--- config.mk ---
export PLATFORM = sky130hd
export DESIGN_NAME = lemmings_fsm_array_flat
export DESIGN_NICKNAME = d
export VERILOG_FILES = /design/src/rtl/lemmings_fsm_array_if.sv /design/src/rtl/lemmings_fsm_array.sv /design/src/flat_wrapper.sv
export SDC_FILE = /design/constraint.sdc
export NUM_CORES = 1
export LEC_CHECK = 0
export CAP_MARGIN = 30
export CORE_ASPECT_RATIO = 0.9
export CORE_UTILIZATION = 45
export CTS_CLUSTER_DIAMETER = 100
export DETAILED_ROUTE_END_ITERATION = 16
export PLACE_DENSITY = 0.69
export SETUP_SLACK_MARGIN = 0.15
export SYNTH_ARGS = -nofsm -noshare
export SYNTH_HDL_FRONTEND = slang
export SYNTH_SLANG_ARGS = --single-unit
--- constraint.sdc ---
create_clock -name clk -period 6.1 [get_ports clk]
set_clock_uncertainty 0.05 [all_clocks]
set_input_delay 0.915 -clock clk [delete_from_list [all_inputs] [get_ports clk]]
set_output_delay 0.915 -clock clk [all_outputs]
set_load 0.1 [all_outputs]
--- src/rtl/lemmings_fsm_array_if.sv ---
// Per-lane lemming stimulus and status bundle shared between the array and its driver.
// All vectors are NUM_LEM wide, bit i belongs to lane i.
interface lemmings_fsm_array_if #(
  parameter int NUM_LEM = 4
);
  localparam int AW = $clog2(NUM_LEM + 1);

  logic [NUM_LEM-1:0] bump_left;
  logic [NUM_LEM-1:0] bump_right;
  logic [NUM_LEM-1:0] ground;
  logic [NUM_LEM-1:0] dig;
  logic [NUM_LEM-1:0] walk_left;
  logic [NUM_LEM-1:0] walk_right;
  logic [NUM_LEM-1:0] aaah;
  logic [NUM_LEM-1:0] digging;
  logic [NUM_LEM-1:0] dead;
  logic [AW-1:0]      alive_count;

  modport master (
    output bump_left, bump_right, ground, dig,
    input  walk_left, walk_right, aaah, digging, dead, alive_count
  );

  modport slave (
    input  bump_left, bump_right, ground, dig,
    output walk_left, walk_right, aaah, digging, dead, alive_count
  );
endinterface

--- src/rtl/lemmings_fsm_array.sv ---
// NUM_LEM independent lemming walker FSMs with fall-death threshold, optional dig limit,
// sticky per-lane death and a combinational live-lemming count.
//
// state  | meaning
// -------+--------------------------------------------------------------
// WALK_L | walking left, bump_left reverses
// WALK_R | walking right, bump_right reverses
// FALL_L | falling, lands walking left (or dies after a long fall)
// FALL_R | falling, lands walking right (or dies after a long fall)
// DIG_L  | digging, resumes walking left
// DIG_R  | digging, resumes walking right
// DEAD   | splattered, held until reset
module lemmings_fsm_array #(
  parameter int NUM_LEM    = 4,
  parameter int FALL_LIMIT = 20,
  parameter int DIG_LIMIT  = 0,
  parameter int CNT_W      = 6
) (
  input  logic                  clk,
  input  logic                  areset_n,
  lemmings_fsm_array_if.slave   lem
);
  localparam int AW = $clog2(NUM_LEM + 1);

  localparam logic [CNT_W-1:0] CNT_ONE  = CNT_W'(1);
  localparam logic [CNT_W-1:0] CNT_ALL  = '1;
  localparam logic [CNT_W-1:0] FALL_MAX = CNT_W'(FALL_LIMIT);
  localparam logic [CNT_W-1:0] FALL_SAT = CNT_W'(FALL_LIMIT + 1);
  localparam logic [CNT_W-1:0] DIG_LAST = (DIG_LIMIT == 0) ? '0 : CNT_W'(DIG_LIMIT - 1);

  typedef enum logic [2:0] {
    WALK_L = 3'd0,
    WALK_R = 3'd1,
    FALL_L = 3'd2,
    FALL_R = 3'd3,
    DIG_L  = 3'd4,
    DIG_R  = 3'd5,
    DEAD   = 3'd6
  } lem_state_t;

  lem_state_t       state     [NUM_LEM];
  lem_state_t       state_nxt [NUM_LEM];
  logic [CNT_W-1:0] fall_cnt     [NUM_LEM];
  logic [CNT_W-1:0] fall_cnt_nxt [NUM_LEM];
  logic [CNT_W-1:0] dig_cnt      [NUM_LEM];
  logic [CNT_W-1:0] dig_cnt_nxt  [NUM_LEM];

  logic [NUM_LEM-1:0] walk_left_v;
  logic [NUM_LEM-1:0] walk_right_v;
  logic [NUM_LEM-1:0] aaah_v;
  logic [NUM_LEM-1:0] digging_v;
  logic [NUM_LEM-1:0] dead_v;
  logic [AW-1:0]      dead_cnt;

  always_ff @(posedge clk or negedge areset_n) begin
    if (!areset_n) begin
      for (int i = 0; i < NUM_LEM; i++) begin
        state[i]    <= WALK_L;
        fall_cnt[i] <= '0;
        dig_cnt[i]  <= '0;
      end
    end else begin
      for (int i = 0; i < NUM_LEM; i++) begin
        state[i]    <= state_nxt[i];
        fall_cnt[i] <= fall_cnt_nxt[i];
        dig_cnt[i]  <= dig_cnt_nxt[i];
      end
    end
  end

  // Counters default to zero so any exit from FALL/DIG clears them.
  always_comb begin
    for (int i = 0; i < NUM_LEM; i++) begin
      state_nxt[i]    = state[i];
      fall_cnt_nxt[i] = '0;
      dig_cnt_nxt[i]  = '0;
      case (state[i])
        WALK_L: begin
          if (!lem.ground[i])        state_nxt[i] = FALL_L;
          else if (lem.dig[i])       state_nxt[i] = DIG_L;
          else if (lem.bump_left[i]) state_nxt[i] = WALK_R;
        end
        WALK_R: begin
          if (!lem.ground[i])         state_nxt[i] = FALL_R;
          else if (lem.dig[i])        state_nxt[i] = DIG_R;
          else if (lem.bump_right[i]) state_nxt[i] = WALK_L;
        end
        FALL_L, FALL_R: begin
          // fall_cnt holds completed fall cycles, so the landing cycle makes L = fall_cnt + 1.
          if (lem.ground[i]) begin
            if ((FALL_LIMIT != 0) && ((fall_cnt[i] == FALL_MAX) || (fall_cnt[i] == FALL_SAT)))
              state_nxt[i] = DEAD;
            else
              state_nxt[i] = (state[i] == FALL_L) ? WALK_L : WALK_R;
          end else begin
            fall_cnt_nxt[i] = (fall_cnt[i] == FALL_SAT) ? fall_cnt[i] : fall_cnt[i] + CNT_ONE;
          end
        end
        DIG_L, DIG_R: begin
          if (!lem.ground[i]) begin
            state_nxt[i] = (state[i] == DIG_L) ? FALL_L : FALL_R;
          end else if ((DIG_LIMIT != 0) && (dig_cnt[i] == DIG_LAST)) begin
            state_nxt[i] = (state[i] == DIG_L) ? WALK_L : WALK_R;
          end else begin
            dig_cnt_nxt[i] = (dig_cnt[i] == CNT_ALL) ? dig_cnt[i] : dig_cnt[i] + CNT_ONE;
          end
        end
        DEAD:    state_nxt[i] = DEAD;
        default: state_nxt[i] = WALK_L;
      endcase
    end
  end

  always_comb begin
    walk_left_v  = '0;
    walk_right_v = '0;
    aaah_v       = '0;
    digging_v    = '0;
    dead_v       = '0;
    dead_cnt     = '0;
    for (int i = 0; i < NUM_LEM; i++) begin
      walk_left_v[i]  = (state[i] == WALK_L);
      walk_right_v[i] = (state[i] == WALK_R);
      aaah_v[i]       = (state[i] == FALL_L) || (state[i] == FALL_R);
      digging_v[i]    = (state[i] == DIG_L) || (state[i] == DIG_R);
      dead_v[i]       = (state[i] == DEAD);
      dead_cnt        = dead_cnt + AW'(dead_v[i]);
    end
  end

  assign lem.walk_left   = walk_left_v;
  assign lem.walk_right  = walk_right_v;
  assign lem.aaah        = aaah_v;
  assign lem.digging     = digging_v;
  assign lem.dead        = dead_v;
  assign lem.alive_count = AW'(NUM_LEM) - dead_cnt;
endmodule

--- src/flat_wrapper.sv ---
// flat-port wrapper written by rule: the top's interface ports become plain ports
module lemmings_fsm_array_flat 
#(
  parameter int NUM_LEM    = 4,
  parameter int FALL_LIMIT = 20,
  parameter int DIG_LIMIT  = 0,
  parameter int CNT_W      = 6
)
  (clk, areset_n, lem_bump_left, lem_bump_right, lem_ground, lem_dig, lem_walk_left, lem_walk_right, lem_aaah, lem_digging, lem_dead, lem_alive_count);
  lemmings_fsm_array_if #(.NUM_LEM(NUM_LEM)) lem_i ();
  input  logic clk;
  input  logic areset_n;
  input wire logic [$bits(lem_i.bump_left)-1:0] lem_bump_left;
  input wire logic [$bits(lem_i.bump_right)-1:0] lem_bump_right;
  input wire logic [$bits(lem_i.ground)-1:0] lem_ground;
  input wire logic [$bits(lem_i.dig)-1:0] lem_dig;
  output wire logic [$bits(lem_i.walk_left)-1:0] lem_walk_left;
  output wire logic [$bits(lem_i.walk_right)-1:0] lem_walk_right;
  output wire logic [$bits(lem_i.aaah)-1:0] lem_aaah;
  output wire logic [$bits(lem_i.digging)-1:0] lem_digging;
  output wire logic [$bits(lem_i.dead)-1:0] lem_dead;
  output wire logic [$bits(lem_i.alive_count)-1:0] lem_alive_count;
  assign lem_i.bump_left = lem_bump_left;
  assign lem_i.bump_right = lem_bump_right;
  assign lem_i.ground = lem_ground;
  assign lem_i.dig = lem_dig;
  assign lem_walk_left = lem_i.walk_left;
  assign lem_walk_right = lem_i.walk_right;
  assign lem_aaah = lem_i.aaah;
  assign lem_digging = lem_i.digging;
  assign lem_dead = lem_i.dead;
  assign lem_alive_count = lem_i.alive_count;
  lemmings_fsm_array #(.NUM_LEM(NUM_LEM), .FALL_LIMIT(FALL_LIMIT), .DIG_LIMIT(DIG_LIMIT), .CNT_W(CNT_W)) u_core (.clk(clk), .areset_n(areset_n), .lem(lem_i));
endmodule
==> impl_metrics.tcl, run 1 <==
set metrics [dict create \
    final.setup.tns_ps 0 \
    setup_viol 0 \
    reg2reg_depth 5 \
    finalCriticalPeriod_ps 4350 \
    synth_cell_types 50 \
    hold_depth 2 \
    yosysTopAreaCell "dfrtp_1" \
    ys_warn_count 0 \
    cts_tree "built" \
    synth_area_um2 2410 \
    portBuffers 40 \
    stdcell_count 385 \
    dp.cells 377 \
    powerDensity_nw_per_um2 423 \
    cts_root_buf "clkbuf_8" \
    yosysTopAreaCellShare 0.374 \
    gp_congestion 0.823 \
    finalMaxSlewViolations 0 \
    core_um2 4980 \
    mostFrequentLayoutCells "clkdlybuf4s50_1 (40), dfrtp_1 (36), nor2_1 (31), nand2_1 (24), a21oi_1 (20)" \
    fillers 454 \
    drc 0 \
    ctsHoldBuffers 0 \
    antenna_cells 0 \
    drtAntennaViolNets 0 \
    numCtsBuffers 5 \
    critical_path_arrival_ps 3390 \
    crit_chain "nand3_1 -> and3_1 -> ha_1 -> ha_1 -> inv_1 -> ha_1 -> xor2_1 -> clkdlybuf4s50_1" \
    grt_max_degree 37 \
    syn_to_final_growth_pct 22.9 \
    cts.sinks 36 \
    final_hold_viol_count 0 \
    yosys_register_bits 36 \
    cpPeakStageDelay_ps 1150 \
    peakVddDrop_mv 0.274 \
    vias 2055 \
    critPathLaunchType "flop" \
    whs_ps 504 \
    clk_path_buf_depth 2 \
    outcome "finished clean" \
    dieHeight_um 71.4 \
    drt_iter0_markers 108 \
    syn_inst 279 \
    layout-drive-gt1-share 0.0594 \
    synth.area.top_cells "dfrtp_1 (37%), ha_1 (8.8%), nor2_1 (4.8%), a21oi_1 (4.2%), nand2_1 (3.7%)" \
    grt_overflow 0 \
    final_core_util 0.594 \
    ys_seq_area_frac 0.374 \
    first_pass_iters 4 \
    synthFlopType "dfrtp_1" \
    min_period_over_period 0.713 \
    end_kind "output pin" \
    async_flop_share 1.00 \
    rsz0062_at_grt "no" \
    nNetsFinal 354 \
    cp_common_cell "ha_1" \
    initial_core_util 0.483 \
    dp_hpwl_mm 3.68 \
    track_usage 0.192 \
    grt_pass1_vias 1871 \
    maxCapViolations 0 \
    num_rows 24 \
    postSynthNetCount 314 \
    power.leakage_nw 1.25 \
    worst-setup-path-type "reg -> out" \
    synth-edff-count 0 \
    ioPinCount 41 \
    wl_per_cell_um 13.1 \
    slew_headroom 0.326 \
    antenna_found_initial 0 \
    crit_slowest_cell "clkdlybuf4s50_1" \
    clkLatencyLatePin_ps 290 \
    final_common_cell "clkdlybuf4s50_1" \
    cp_data_required_time_ps 5130 \
    path_max_fanout 13 \
    htree_levels 2 \
    clk_pin_slew_ps 70 \
    via_per_inst 5.34 \
    wl_mm 5.06 \
    hp-class "reg -> reg" \
    max_freq_ghz 0.230 \
    worst_pin_slew_ps 1010 \
    die_w_um 79.1 \
    post_cts_buffers 0 \
    die_area_um2 5650 \
    grt_pass1_wl_mm 8.56 \
    cts_resized 0 \
    syn_area_per_cell_um2 8.63 \
]
## sequential cells by signal (all words and copies together) (netlist names)
signal,count
u_core.fall_cnt,24
u_core.state,12
## per-stage QoR
stage	power, mW	setup WS (ps)	area (um^2)
global placement	1.04	2180	2850
finish	1.25	1750	2960
global route	1.32	1570	2960
CTS	1.26	1730	2960
detailed placement	1.05	2070	2850
floorplan	0.905	195	2410
## synthesized netlist by cell type, drive strengths merged (3+ instances only)
master  number
dfrtp       36
nor2        31
nand2       24
a21oi       20
inv         20
ha          17
o21ai       15
nor3        14
nand3       12
nor2b        8
xnor2        8
and2         7
xor2         7
nand2b       6
buf          5
o21a         5
and3b        3
and4bb       3
clkbuf       3
## routing by layer
metal,up-vias,global-route usage,wire length [um]
met5,-,0,0
met4,0,0.0606,52
met3,6,0.0420,237
met2,59,0.303,2280
met1,946,0.265,2490
li1,1044,-,-
## cells by family after synthesis
kind of cell	synth area share
simple gates	0.260
compound gates	0.164
flops	0.374
buf+inv	0.0499
fa+ha+maj	0.0884
xor+xnor	0.0546
mux	0.00832
## path summary, 6_finish.rpt
path	from	end	slack (ps)
hold reg to reg	u_core.fall_cnt[5]	u_core.fall_cnt[5]	500
setup reg to reg	u_core.state[1]	u_core.state[2]	4370
min in group asynchronous	areset_n	u_core.state[1]	990
setup / recovery	u_core.state[1]	lem_alive_count[2]	1750
max in group asynchronous	areset_n	u_core.fall_cnt[5]	4680
hold / removal	u_core.fall_cnt[5]	u_core.fall_cnt[5]	500
## report_power, final
part           total, mW  internal (mW)  switching [mW]
Clock              0.207          0.121          0.0853
Sequential         0.333          0.271          0.0628
Combinational      0.711          0.186           0.524
Total               1.25          0.578           0.673
## cell type report
cell class | instances | area, um^2 | area share
clock buffers | 6 | 72.6 | 0.0245
clock inverters | 2 | 35.0 | 0.0118
inverters | 20 | 75.1 | 0.0254
multi-input cells | 215 | 1390 | 0.468
flip-flops and latches | 36 | 901 | 0.304
well taps | 65 | 81.3 | 0.0275
repair buffers | 41 | 408 | 0.138
## worst max-delay path: cells and delay by family (launching register included)
kind	cells	cell delay [ps]
adders and majority gates	3	660
xor gates and xnor gates	1	160
DFF	1	570
buffers and inverters	2	1190
and+or+nand+nor	2	530
(Power assumes the default switching activity.)
==> run 2: changes to the inputs <==
- clock period: 6.1 -> 4.1 ns (I/O delays scaled with it)
==> run 2 against run 1 <==
Against the previous run: routed wire length down 6.3%; core utilization up 0.33 points; largest cell class unchanged; global-route usage down 1.2 points; worst hold slack better by 5.2 ps.
==> impl_metrics.tcl, run 2 (synthesis gave the netlist of run 1 again) <==
set metrics [dict create \
    regMostFlops "u_core.fall_cnt" \
    via_per_inst 5.36 \
    hold_start "u_core.fall_cnt[5]" \
    maxCapViolations 0 \
    cts_resized 0 \
    vias 2063 \
    wl_per_cell_um 12.3 \
    reg.largest.list "u_core.fall_cnt x24, u_core.state x12" \
    drtAntennaViolNets 0 \
    whs_ps 509 \
    peakVddDrop_mv 0.752 \
    slew_headroom 0.340 \
    powerDensity_nw_per_um2 629 \
    max_freq_ghz 0.310 \
    power.leakage_nw 1.26 \
    min_period_over_period 0.786 \
    seq_power_share 0.266 \
    worst-setup-path-type "reg -> out" \
    syn_to_final_growth_pct 23.6 \
    rsz0062_at_grt "no" \
    portBuffers 40 \
    final_hold_viol_count 0 \
    grt_overflow 0 \
    wl_mm 4.74 \
    grt_pass1_wl_mm 8.07 \
    pwr-share-comb 0.570 \
    path_max_fanout 13 \
    hp-class "reg -> reg" \
    dieHeight_um 71.4 \
    antenna_cells 0 \
    p_sw_mw 1.01 \
    cts.sinks 36 \
    layout-drive-gt1-share 0.0813 \
    cp-startpoint "u_core.state[1]" \
    numCtsBuffers 5 \
    worstReg2RegStart "u_core.state[1]" \
    cts_root_buf "clkbuf_8" \
    critical_path_arrival_ps 2560 \
    ctsHoldBuffers 0 \
    worst_pin_slew_ps 988 \
    p_clk_frac 0.164 \
    num_rows 24 \
    dp_hpwl_mm 3.50 \
    clkLatencyLatePin_ps 280 \
    largest_reg_flops 24 \
    power.share.switching 0.539 \
    initial_core_util 0.483 \
    track_usage 0.180 \
    final_common_cell "clkdlybuf4s50_1" \
    cp_data_required_time_ps 3430 \
    cts_tree "built" \
    ioPinCount 41 \
    drt_iter0_markers 159 \
    die_area_um2 5650 \
    first_pass_iters 5 \
    grt_max_degree 37 \
    mostFrequentLayoutCells "clkdlybuf4s50_1 (37), dfrtp_1 (36), nor2_1 (30), nand2_1 (24), a21oi_1 (20)" \
    setup_viol 0 \
    die_w_um 79.1 \
    clk_path_buf_depth 2 \
    post_cts_buffers 0 \
    gp_congestion 0.843 \
    r2r_slack_ps 2380 \
    final.setup.tns_ps 0 \
    htree_levels 2 \
    nNetsFinal 354 \
    end_kind "output pin" \
    finalCriticalPeriod_ps 3220 \
    grt_pass1_vias 1814 \
    core_um2 4980 \
    antenna_found_initial 0 \
    clk_pin_slew_ps 70 \
    outcome "finished clean" \
    drc 0 \
    power.internal_mw 0.862 \
    critPathLaunchType "flop" \
    finalMaxSlewViolations 0 \
]
## run 2: cell type report
type	count	area, um^2
Multi-Input combinational cell	215	1410
Clock inverter	2	35.0
Sequential cell	36	901
Inverter	20	75.1
Timing Repair Buffer	41	400
Clock buffer	6	72.6
Tap cell	65	81.3
Fill cell	463	2010
## run 2: power groups by stage
stage / Sequential, mW / Clock, mW / Combinational [mW]
floorplan: 0.446 / 0 / 0.920
global placement: 0.501 / 0 / 1.07
detailed placement: 0.503 / 0 / 1.07
CTS: 0.497 / 0.319 / 1.07
global route: 0.510 / 0.332 / 1.12
finish: 0.498 / 0.307 / 1.07
## run 2: final timing paths
kind	endpoint	depth (start not counted)
worst min register to register	u_core.fall_cnt[5]	2
min in group asynchronous	u_core.state[11]	2
max in group asynchronous	u_core.fall_cnt[12]	2
worst min-delay path	u_core.fall_cnt[5]	2
worst max register to register	u_core.state[2]	5
worst max-delay path	lem_alive_count[2]	8
## run 2: worst max-delay path: stages (launching register included)
cell     delay, ps
dfrtp_1        580
nand3_1        240
and3_1         280
ha_1           190
ha_1           270
inv_1           40
ha_1           210
xor2_2         160
buf_4          310
## run 2: layer usage
| layer | GRT usage | share of wire | vias to the layer above |
|---|---|---|---|
| li1 | - | - | 1047 |
| met1 | 0.244 | 0.48 | 964 |
| met2 | 0.290 | 0.46 | 45 |
| met3 | 0.0446 | 0.050 | 7 |
| met4 | 0.0465 | 0.0095 | 0 |
| met5 | 0 | 0 | - |
## run 2: through the flow
stage	utilization	setup slack (ps)	power, mW	cells	area (um^2)
2_1_floorplan	-	266	1.37	279	2430
3_3_place_gp	0.575	1280	1.57	377	2870
3_5_place_dp	0.575	1210	1.57	377	2870
4_1_cts	0.597	870	1.89	385	2980
5_1_grt	0.597	728	1.97	385	2980
6_report	0.597	876	1.87	385	2980
==> run 3: changes to the inputs <==
- clock period: 4.1 -> 3.35 ns (I/O delays scaled with it)
==> run 3 against run 2 <==
Against the previous run: sequential power rose by 23%; clock power rose by 21%; power rose by 26%; flip-flop and latch count did not move; worst setup slack got worse by 470 ps; global-route usage fell by 0.082 points; critical path type unchanged; critical endpoint unchanged; largest power group unchanged.
==> impl_metrics.tcl, run 3 (synthesis gave the netlist of run 1 again) <==
set metrics [dict create \
    wl_per_cell_um 12.2 \
    finalCriticalPeriod_ps 2950 \
    first_pass_iters 4 \
    crit_chain "nand3_1 -> and3_2 -> ha_4 -> inv_1 -> ha_1 -> ha_4 -> xor2_4 -> buf_12" \
    power.leakage_nw 1.29 \
    via_per_inst 5.32 \
    final_hold_viol_count 0 \
    cts_root_buf "clkbuf_8" \
    setup_slack_ps 402 \
    crit_slowest_cell "dfrtp_1" \
    met1_usage 0.260 \
    ioPinCount 41 \
    regMostFlops "u_core.fall_cnt" \
    path_buf_inv 2 \
    place_ws_ps 720 \
    antenna_found_initial 0 \
    worstReg2RegStart "u_core.state[1]" \
    cp_common_cell "ha_4" \
    wl_mm 4.69 \
    rsz0062_at_grt "no" \
    cts_resized 0 \
    grt_overflow 0 \
    cp-startpoint "u_core.state[1]" \
    critPathLaunchType "flop" \
    maxCapViolations 0 \
    worst-setup-path-type "reg -> out" \
    htree_levels 2 \
    reg2reg_depth 5 \
    rr_endpoint "u_core.state[2]" \
    slew_headroom 0.415 \
    final_core_util 0.601 \
    post_cts_buffers 0 \
    numCtsBuffers 5 \
    num_rows 24 \
    place_area_um2 2890 \
    finalMaxSlewViolations 0 \
    peakVddDrop_mv 0.605 \
    syn_to_final_growth_pct 24.5 \
    hp-class "in -> async" \
    cts_tree "built" \
    reg.largest.list "u_core.fall_cnt x24, u_core.state x12" \
    r2r_slack_ps 1610 \
    drc 0 \
    grt_max_degree 37 \
    layout-drive-gt1-share 0.166 \
    worst_pin_slew_ps 878 \
    clk_path_buf_depth 2 \
    stdcell_count 384 \
    cp_data_required_time_ps 2800 \
    grt_most_used_layer "met2" \
    path_delay_family "adder cells" \
    vias 2041 \
    clk_pin_slew_ps 70 \
    dp.cells 376 \
    path_max_fanout 13 \
    die_w_um 79.1 \
    drt_iter0_markers 69 \
    cts.sinks 36 \
    nNetsFinal 353 \
    grt_pass1_wl_mm 8.01 \
    powerDensity_nw_per_um2 789 \
    portBuffers 40 \
    end_kind "output pin" \
    setup_viol 0 \
    final.setup.tns_ps 0 \
    track_usage 0.180 \
    dieHeight_um 71.4 \
    fin_area_um2 3000 \
    drtAntennaViolNets 0 \
    outcome "finished clean" \
    dp_hpwl_mm 3.50 \
    clkLatencyLatePin_ps 280 \
    grt_pass1_vias 1825 \
    cpPeakStageDelay_ps 570 \
    antenna_cells 0 \
    min_period_over_period 0.880 \
    final_common_cell "dfrtp_1" \
    initial_core_util 0.483 \
    use_met2 0.266 \
    max_freq_ghz 0.339 \
    core_um2 4980 \
    critical_path_arrival_ps 2400 \
    gp_congestion 0.825 \
    largest_reg_flops 24 \
    ctsHoldBuffers 0 \
    die_area_um2 5650 \
    mostFrequentLayoutCells "dfrtp_1 (36), nor2_1 (30), nand2_1 (24), buf_4 (21), a21oi_1 (20)" \
    grt_use_met3 0.0510 \
]
-- run 3: cell types whose count changed in the layout (fill, tap and decap cells not counted), moves of 2 or more --
cell / delta
buf_12: +2
clkdlybuf4s50_1: -21
inv_2: +3
inv_1: -3
ha_4: +3
buf_4: +17
ha_1: -3
-- run 3: how the worst max path moves through the flow --
| stage | endpoint | slack, ps | cells past startpoint |
|---|---|---|---|
| 6_report | lem_alive_count[2] | 400 | 8 |
| 5_1_grt | lem_alive_count[2] | 290 | 8 |
| 4_1_cts | lem_alive_count[2] | 390 | 8 |
| 3_5_place_dp | lem_alive_count[2] | 720 | 8 |
| 3_3_place_gp | lem_alive_count[2] | 790 | 8 |
| 2_1_floorplan | lem_walk_left[0] | 150 | 2 |
-- run 3: report_power, final --
| group | internal [mW] | switching, mW |
|---|---|---|
| clock | 0.221 | 0.153 |
| combinational | 0.390 | 0.987 |
| sequential | 0.493 | 0.122 |
-- run 3: layout make-up --
cell class              instances  area [um^2]
fillers                       476         1990
repair buffers                 40          363
inverters                      20         75.1
flip-flops and latches         36          901
clock inverters                 2         35.0
multi-input cells             215         1470
well taps                      65         81.3
clock buffers                   6         72.6
-- run 3: worst register-to-register path, stage by stage (launching register included) --
cell and delay (ps):
dfrtp_1 570, nand3_1 230, and3_2 310, a31oi_1 160
a21oi_1 100, or2_1 220
-- run 3: per-layer routing --
layer  vias up  wire length, um
met4         0               30
met2        43             2010
li1       1046                -
met1       948             2410
met5         -                0
met3         4              242
-- run 3: metrics by stage --
step,power [mW],hold WS (ps)
after global placement,2.00,488
after global routing,2.48,350
final,2.36,276
after floorplan,1.73,157
after CTS,2.38,315
after detailed placement,2.00,490
